### src/rtl/bcd_conv_arbiter.sv
// Round-robin arbiter sharing one serial binary-to-BCD converter among N_REQ requesters.
// Optional WAIT-state abort is enabled by defining BCD_ARB_TIMEOUT_EN.
module bcd_conv_arbiter #(
    parameter int N_REQ   = 4,
    parameter int BIN_W   = 12,
    parameter int BCD_W   = 16,
    parameter int TIMEOUT = 63
) (
    input  logic                   clk,
    input  logic                   rst_n,
    input  logic [N_REQ-1:0]       req,
    input  logic [N_REQ*BIN_W-1:0] bin_in,
    output logic [N_REQ-1:0]       gnt,
    output logic [N_REQ-1:0]       done,
    output logic [BCD_W-1:0]       bcd_out,
    output logic                   err,
    output logic                   busy,
    output logic                   conv_en,
    output logic [BIN_W-1:0]       conv_bin,
    input  logic [BCD_W-1:0]       conv_bcd,
    input  logic                   conv_rdy
);

    localparam int PTR_W = (N_REQ > 1) ? $clog2(N_REQ) : 1;
    localparam logic [PTR_W:0]   NREQ_W = (PTR_W+1)'(N_REQ);
    localparam logic [PTR_W-1:0] LAST_IDX = PTR_W'(N_REQ - 1);

    localparam logic [1:0] S_IDLE  = 2'd0;
    localparam logic [1:0] S_ISSUE = 2'd1;
    localparam logic [1:0] S_WAIT  = 2'd2;
    localparam logic [1:0] S_DONE  = 2'd3;

    logic [1:0]       r_state;
    logic [PTR_W-1:0] r_ptr;
    logic [PTR_W-1:0] r_gidx;
    logic [N_REQ-1:0] r_gnt;
    logic [BCD_W-1:0] r_bcd;
    logic [BIN_W-1:0] r_conv_bin;

    logic [N_REQ-1:0] w_reqRot;
    logic             w_winValid;
    logic [PTR_W-1:0] w_off;
    logic [PTR_W:0]   w_sum;
    logic [PTR_W:0]   w_wrap;
    logic [PTR_W-1:0] w_winIdx;
    logic [BIN_W-1:0] w_winBin;
    logic             w_timeout;

    // Rotating the request vector by ptr turns "first set bit at or after ptr" into a plain
    // lowest-set-bit search; the offset is then rotated back into a requester index.
    assign w_reqRot = N_REQ'({req, req} >> r_ptr);

    always_comb begin
        w_winValid = 1'b0;
        w_off      = '0;
        for (int k = N_REQ - 1; k >= 0; k--) begin
            if (w_reqRot[k]) begin
                w_winValid = 1'b1;
                w_off      = PTR_W'(k);
            end
        end
    end

    assign w_sum    = {1'b0, r_ptr} + {1'b0, w_off};
    assign w_wrap   = w_sum - NREQ_W;
    assign w_winIdx = (w_sum >= NREQ_W) ? w_wrap[PTR_W-1:0] : w_sum[PTR_W-1:0];

    always_comb begin
        w_winBin = '0;
        for (int k = 0; k < N_REQ; k++) begin
            if (w_winIdx == PTR_W'(k)) w_winBin = bin_in[k*BIN_W +: BIN_W];
        end
    end

`ifdef BCD_ARB_TIMEOUT_EN
    localparam int CNT_W = $clog2(TIMEOUT + 1);

    logic [CNT_W-1:0] r_cnt;
    logic             r_err;

    // WAIT lasts at most TIMEOUT cycles; a ready in the final cycle still wins over the abort.
    assign w_timeout = (r_state == S_WAIT) && (r_cnt == CNT_W'(TIMEOUT - 1));

    always_ff @(posedge clk or negedge rst_n) begin
        if (!rst_n) begin
            r_cnt <= '0;
            r_err <= 1'b0;
        end else begin
            if (r_state == S_ISSUE)     r_cnt <= '0;
            else if (r_state == S_WAIT) r_cnt <= r_cnt + CNT_W'(1);
            if (r_state == S_WAIT)      r_err <= w_timeout & ~conv_rdy;
        end
    end

    assign err = (r_state == S_DONE) & r_err;
`else
    logic w_unusedTimeout;

    assign w_unusedTimeout = (TIMEOUT > 0);
    assign w_timeout       = 1'b0;
    assign err             = 1'b0;
`endif

    always_ff @(posedge clk or negedge rst_n) begin
        if (!rst_n) begin
            r_state    <= S_IDLE;
            r_ptr      <= '0;
            r_gidx     <= '0;
            r_gnt      <= '0;
            r_bcd      <= '0;
            r_conv_bin <= '0;
        end else begin
            case (r_state)
                S_IDLE: begin
                    if (w_winValid) begin
                        r_gnt      <= {{(N_REQ-1){1'b0}}, 1'b1} << w_winIdx;
                        r_gidx     <= w_winIdx;
                        r_conv_bin <= w_winBin;
                        r_state    <= S_ISSUE;
                    end
                end
                S_ISSUE: r_state <= S_WAIT;
                S_WAIT: begin
                    if (conv_rdy) begin
                        r_bcd   <= conv_bcd;
                        r_state <= S_DONE;
                    end else if (w_timeout) begin
                        r_state <= S_DONE;
                    end
                end
                S_DONE: begin
                    r_ptr   <= (r_gidx == LAST_IDX) ? '0 : r_gidx + PTR_W'(1);
                    r_gnt   <= '0;
                    r_state <= S_IDLE;
                end
                default: r_state <= S_IDLE;
            endcase
        end
    end

    assign gnt      = r_gnt;
    assign done     = (r_state == S_DONE) ? r_gnt : '0;
    assign busy     = (r_state != S_IDLE);
    assign conv_en  = (r_state == S_ISSUE);
    assign conv_bin = r_conv_bin;
    assign bcd_out  = r_bcd;

endmodule

### config.mk
export PLATFORM = sky130hd
export DESIGN_NAME = bcd_conv_arbiter
export DESIGN_NICKNAME = d
export VERILOG_FILES = /design/src/rtl/bcd_conv_arbiter.sv
export SDC_FILE = /design/constraint.sdc
export NUM_CORES = 1
export LEC_CHECK = 0
export CORE_ASPECT_RATIO = 0.6
export CORE_MARGIN = 4
export CORE_UTILIZATION = 30
export DETAILED_ROUTE_END_ITERATION = 10
export PLACE_DENSITY = 0.59
export SYNTH_ARGS = -nofsm -noshare
export SYNTH_HDL_FRONTEND = slang
export SYNTH_SLANG_ARGS = --single-unit
### constraint.sdc
create_clock -name clk -period 5.4 [get_ports clk]
set_input_delay 1.08 -clock clk [delete_from_list [all_inputs] [get_ports clk]]
set_output_delay 1.08 -clock clk [all_outputs]
set_load 0.02 [all_outputs]
Word level (Yosys, flattened, before mapping)

Cells that the tools add are included.

Multipliers: 0
Equality and inequality tests: 9
Magnitude comparators: 1
Add/subtract/negate cells: 3
Muxes and demuxes: 20
Bitwise operators: 0
Shifts and indexed selects: 2
Reduce and logical (&&, ||, !) cells: 8
Div/mod/pow operators: 0

Operators with widths:

| cell                  | count |
|---|---|
| $mux W12              | 4 |
| $mux W2               | 8 |
| $eq A2 B2 Y1 const B  | 5 |
| $mux W4               | 2 |
| $pmux W2 S4           | 1 |
| $pmux W4 S2           | 1 |
| $reduce_and A2 Y1     | 4 |
| $shr A8 B2 Y4         | 1 |
| $eq A2 B1 Y1 const B  | 2 |
| $logic_not A2 Y1      | 2 |
| $mux W1               | 4 |
| $ne A2 B2 Y1 const B  | 2 |
| $reduce_bool A2 Y1    | 2 |
| $shl A1 B2 Y4 const A | 1 |
| $add A2 B2 Y3         | 1 |
| $ge A3 B3 Y1 const B  | 1 |
| $add A2 B1 Y2 const B | 1 |
| $sub A2 B1 Y2 const B | 1 |

Memories: 0
Bits in latches: 0
Register bits after elaboration: 38
Output and inout bits: 39
Logic and storage cells: 49
Bits in read-only memories: 0
Bits in writable memories: 0
Bits of input ports: 71

Depth between registers and ports, before layout

Depth after elaboration: 13
Gate-level depth with buffers: 11
Mapped depth without buffers: 10

Worst setup path after synthesis

OpenSTA, ideal clock, no wires.

Path type: input -> register
From: in req[1]
To: reg r_conv_bin[10], in the netlist conv_bin[10]
Library setup time: 0.126 ns
Arrival: 3.156 ns
Stages on the path: 11
Path buffers: 1
Setup slack: 2.117 ns
Required time: 5.274 ns
Cells stage by stage: inv_1 -> nand3_1 -> o31ai_1 -> o21ai_0 -> o221ai_1 -> ha_1 -> xnor2_1 -> xor2_2 -> buf_6 -> mux2_1 -> a221o_1

Word-level cells in the longest chain between the ends: 13
Elaborated cells between the ends (all ways): 22
Those cells by class: 2 x add/sub; 1 x order compare; 3 x eq/ne; 1 x shift; 13 x mux; 2 x reduce/logical

RTL lines:

| item                                          | RTL line | text |
|---|---|---|
| from (decl)                                   | 11       | `input logic [N_REQ-1:0] req,` |
| $shr A8 B2 Y4 (*)                             | 51       | `assign w_reqRot = N_REQ'({req, req} >> r_ptr);` |
| $mux W2 (4 in a row)                          | 57       | `if (w_reqRot[k]) begin` |
| $add A2 B2 Y3                                 | 64       | `assign w_sum = {1'b0, r_ptr} + {1'b0, w_off};` |
| $ge A3 B3 Y1 or $sub A2 B1 Y2 (tied branches) | 66, 65   |  |
| $mux W2                                       | 66       | `assign w_winIdx = (w_sum >= NREQ_W) ? w_wrap[PTR_W-1:0] : w_sum[PTR_W-1:0];` |
| $logic_not A2 Y1                              | 71       | `if (w_winIdx == PTR_W'(k)) w_winBin = bin_in[k*BIN_W +: BIN_W];` |
| $mux W12 (4 in a row)                         | 71       |  |
| to (signal assigned)                          | 118      | `r_conv_bin <= w_winBin;` |
| to (decl)                                     | 38       | `logic [BIN_W-1:0] r_conv_bin;` |

Every way passes the cells marked *; elsewhere a longest branch is shown, timed or not.
A chain may end at the register's enable or synchronous reset.

Final worst setup path

From: in req[1]
To: reg r_conv_bin[0], in the netlist conv_bin[0]

Same word-level chain as after synthesis.

==> impl_summary.log <==
[metrics] number of antenna violations at the first check in global routing: 0
[metrics] sw frac: between 30% and 40%
[metrics] width of the chip: 118 µm
[metrics] predominant post-synthesis flop cell: sky130_fd_sc_hd__dfrtp_1
[metrics] outcome: finished clean
[metrics] global-route wire length before repair: 9500 µm
[metrics] most common library cell in the layout ignoring fill and taps: sky130_fd_sc_hd__clkdlybuf4s50_1
[metrics] Register-to-Register Path Depth: 10
[metrics] number of maximum-capacitance violations: 0
[metrics] minimum clock period after layout: 3700 ps
[metrics] Synthesized Nets: 270
[metrics] power density over the cells: between 600 and 700 mW/mm²
[metrics] total standard cell area after synthesis: ~0.0022 mm²
[metrics] number of distinct library cells after synthesis: 36
[metrics] sink count of the clock tree: 38
[metrics] I/O Buffers: about 110
[metrics] buffer cell driving the clock tree root: sky130_fd_sc_hd__clkbuf_16
[metrics] worst path cell trace: clkdlybuf4s50_1 -> inv_1 -> nand3_1 -> o31ai_1 -> o21ai_0 -> o221ai_1 -> ha_1 -> xnor2_1 -> xor2_2 -> buf_4 -> mux2_2 -> a221o_1
[metrics] cts-stage hold buffer count: 0
[metrics] worst setup slack before clock tree synthesis: 1400 ps
[metrics] standard cell with the maximum stage delay on the critical path: sky130_fd_sc_hd__clkdlybuf4s50_1
[metrics] detail-routed net length per standard cell: ~15 µm
[metrics] met2 capacity usage during global routing: about a fifth
[metrics] number of ports placed on the die boundary: between 100 and 150
[metrics] most frequent cells in the layout: 107 x sky130_fd_sc_hd__clkdlybuf4s50_1, 38 x sky130_fd_sc_hd__dfrtp_1, 36 x sky130_fd_sc_hd__nand2_1
[metrics] die span in y: about 74 µm
[metrics] number of filler cells placed in the layout: roughly 640
[metrics] worst path required time: about 5600 ps
[metrics] Max transition margin: 41.6%
[metrics] area grow syn2layout: 61.0%
[metrics] layout cell share with drive strength beyond 1: roughly 15%
[metrics] count of endpoints failing hold in the final timing report: 0
[metrics] Cell Count, Final, Fillers Out: approximately 390
[metrics] worst ir drop on vdd: 0.225 mV
[metrics] proportion of register bits with asynchronous set or reset after synthesis: 100%
[metrics] setup repair after global routing missed its margin: false
[metrics] initial core utilization: 31.6%
[metrics] cts repair resizes: 0
[metrics] estimated wirelength of the detail-placed design: between 4000 and 5000 µm
[metrics] post-synthesis sequential element count: 38
[metrics] total negative slack for setup checks: 0 ps
[metrics] area of the core: around 0.0068 mm²
[metrics] top fanout value on the critical path: 14
[metrics] Post-synth EDFFs: 0
[metrics] via density per instance: 4.76
[metrics] net load switching power: approximately 0.00085 W
[metrics] final weighted congestion in routability-driven placement: ~0.76
[metrics] ratio of final minimum period to clock period: 68.5%
[metrics] DR vias: between 1500 and 2000
[metrics] setup skew after layout: approximately 4.2 ps
[metrics] Leakage: 1.46 nW
[metrics] number of global-route vias before repair: 1872
[metrics] crit path capture type: flop
[metrics] floorplan die area: 0.00866 mm²
[metrics] combinational cell fraction of total power: 61.2%
[metrics] clock input transition at the sequential cells of the worst setup and hold paths: about 60 ps
[metrics] max incr delay on CP: ~550 ps
[metrics] number of DRC markers in iteration 0: 170
[metrics] setup fix buffers added after clock tree synthesis: 0
[metrics] number of buffers inserted during clock tree synthesis: 5
[metrics] Final setup viols: 0
[metrics] overall track demand over capacity in global routing: 13.9%
[metrics] placed cell count: roughly 380
[metrics] maximum level of the CTS H-tree: 2
[metrics] cell depth of the worst hold path: 2
[metrics] Total Routed Length: between 5000 and 6000 µm
[metrics] later-pin clock latency in the skew report: between 200 and 300 ps
[metrics] number of warnings issued by yosys: 0
[metrics] total iterations of the first detailed-routing run: 4
[metrics] Antenna Diode Count: 0
[metrics] number of instances in the synthesized netlist: about 190
[metrics] sequential cell fraction of total power: between 20% and 30%
[metrics] number of buffers on the longest clock path: 2
[metrics] Post-Synthesis Mean Instance Area: ~11 µm²
[metrics] upper clock frequency limit: around 270 MHz
[metrics] post-route DRC violation count: 0
[metrics] category of the critical setup timing path: in2reg
[metrics] number of nets in the layout: between 300 and 400
[metrics] area leader, netlist: sky130_fd_sc_hd__dfrtp_1
[metrics] Min-Delay Path Class: reg2reg
[metrics] global routing met1 resource utilization: about a fifth
[metrics] cell-internal power: ~0.0013 W
[metrics] busiest grt layer: met1
[metrics] Slew @ Worst Pin: approximately 880 ps
[metrics] remaining antenna violation count: 0
[metrics] std cell rows: 23
[metrics] clock tree from TritonCTS: yes
[metrics] GRT Residual Overflow: 0
[metrics] signal arrival time at the worst endpoint: 3860 ps
[metrics] proportion of synthesized chip area in sequential cells: between 40% and 50%
[metrics] Area contributors post-synth: sky130_fd_sc_hd__dfrtp_1 44%, sky130_fd_sc_hd__mux2_2 11%, sky130_fd_sc_hd__nand2_1 6.3%
[metrics] element type at the critical path start: input pin
[metrics] area share of the leading cell type in the synthesized netlist: 44.1%
[metrics] pin count of the biggest net entering global routing: 39
[metrics] grt met3 use: 7.46%
[metrics] fin. max-slew vios: 0
[metrics] Clock Power Share: approximately 15%
[metrics] final worst-path setup slack: 1700 ps
## path summary, 6_finish.rpt
| check | start | slack, ps | end |
|---|---|---|---|
| worst min-delay path | r_gidx[1] | 490 | r_gidx[1] |
| min in group asynchronous | rst_n | 920 | bcd_out[11] |
| worst max-delay path | req[1] | 1700 | conv_bin[0] |
| worst max register to register | r_ptr[0] | 2550 | conv_bin[0] |
| max in group asynchronous | rst_n | 3930 | r_ptr[0] |
| worst min register to register | r_gidx[1] | 490 | r_gidx[1] |
## routing by layer
| layer | part of all wire, % | vias to the layer above |
|---|---|---|
| met3 | 11 | 4 |
| met1 | 50 | 845 |
| met4 | 0.35 | 0 |
| met5 | 0 | - |
| met2 | 38 | 94 |
| li1 | - | 899 |
## stage by stage
step                hold slack (ps)  area, µm²  total power (W)  utilization (%)
finish                          487       3470          0.00218             50.9
detailed placement              486       3300          0.00187             48.4
floorplan                       454       2160          0.00142                -
global placement                473       3300          0.00185             48.4
CTS                             499       3470          0.00221             50.9
global route                    514       3470          0.00233             50.9
## worst max-delay path, delay by kind of cell
| family | cells | cell delay [ps] |
|---|---|---|
| compound gates | 4 | 640 |
| mux | 1 | 370 |
| simple gates | 1 | 80 |
| fa+ha+maj | 1 | 210 |
| buf+inv | 3 | 910 |
| xor+xnor | 2 | 540 |
## power groups by stage
| stage | Sequential (W) | Combinational (W) | Clock, W |
|---|---|---|---|
| 2_1_floorplan | 0.000640 | 0.000782 | 0 |
| 3_3_place_gp | 0.000522 | 0.00133 | 0 |
| 3_5_place_dp | 0.000518 | 0.00135 | 0 |
| 4_1_cts | 0.000516 | 0.00135 | 0.000343 |
| 5_1_grt | 0.000536 | 0.00144 | 0.000357 |
| 6_report | 0.000515 | 0.00134 | 0.000334 |
## Yosys cell counts (2+ instances only)
library cell / number
sky130_fd_sc_hd__o21ai_0: 4
sky130_fd_sc_hd__o31ai_1: 3
sky130_fd_sc_hd__mux2_4: 7
sky130_fd_sc_hd__ha_1: 7
sky130_fd_sc_hd__nand2b_1: 3
sky130_fd_sc_hd__and2_1: 5
sky130_fd_sc_hd__o41ai_1: 2
sky130_fd_sc_hd__nor2_1: 4
sky130_fd_sc_hd__mux2i_1: 13
sky130_fd_sc_hd__clkbuf_1: 7
sky130_fd_sc_hd__mux2_2: 22
sky130_fd_sc_hd__nand2_1: 36
sky130_fd_sc_hd__a221o_1: 12
sky130_fd_sc_hd__buf_6: 2
sky130_fd_sc_hd__o221ai_1: 2
sky130_fd_sc_hd__dfrtp_1: 38
sky130_fd_sc_hd__inv_1: 6
## registers in the layout, indices dropped and copies added, names as in the netlist
register  count
gnt           4
r_state       2
bcd_out      16
r_ptr         2
conv_bin     12
r_gidx        2
## area by class of cell
| type | count | area [µm²] | share of cell area (%) |
|---|---|---|---|
| clock inverter | 3 | 45.0 | 1.30 |
| timing repair buffer | 111 | 1100 | 31.6 |
| multi-input combinational | 137 | 1120 | 32.3 |
| inverter | 6 | 22.5 | 0.648 |
| clock buffer | 5 | 125 | 3.60 |
| sequential | 38 | 951 | 27.4 |
| tap | 87 | 109 | 3.13 |
## logic make-up after synthesis
family / count (synthesis) / share of synthesized area, %
other: 1 / 0.174
XOR/XNOR: 3 / 1.91
multiplexers: 43 / 22.9
adder cells (fa/ha/maj): 7 / 4.06
buffers and inverters: 17 / 3.88
flip-flops: 38 / 44.1
AO/OA/AOI/OAI: 30 / 12.2
AND/OR/NAND/NOR: 53 / 10.8
Power figures use the tool's default switching activity.
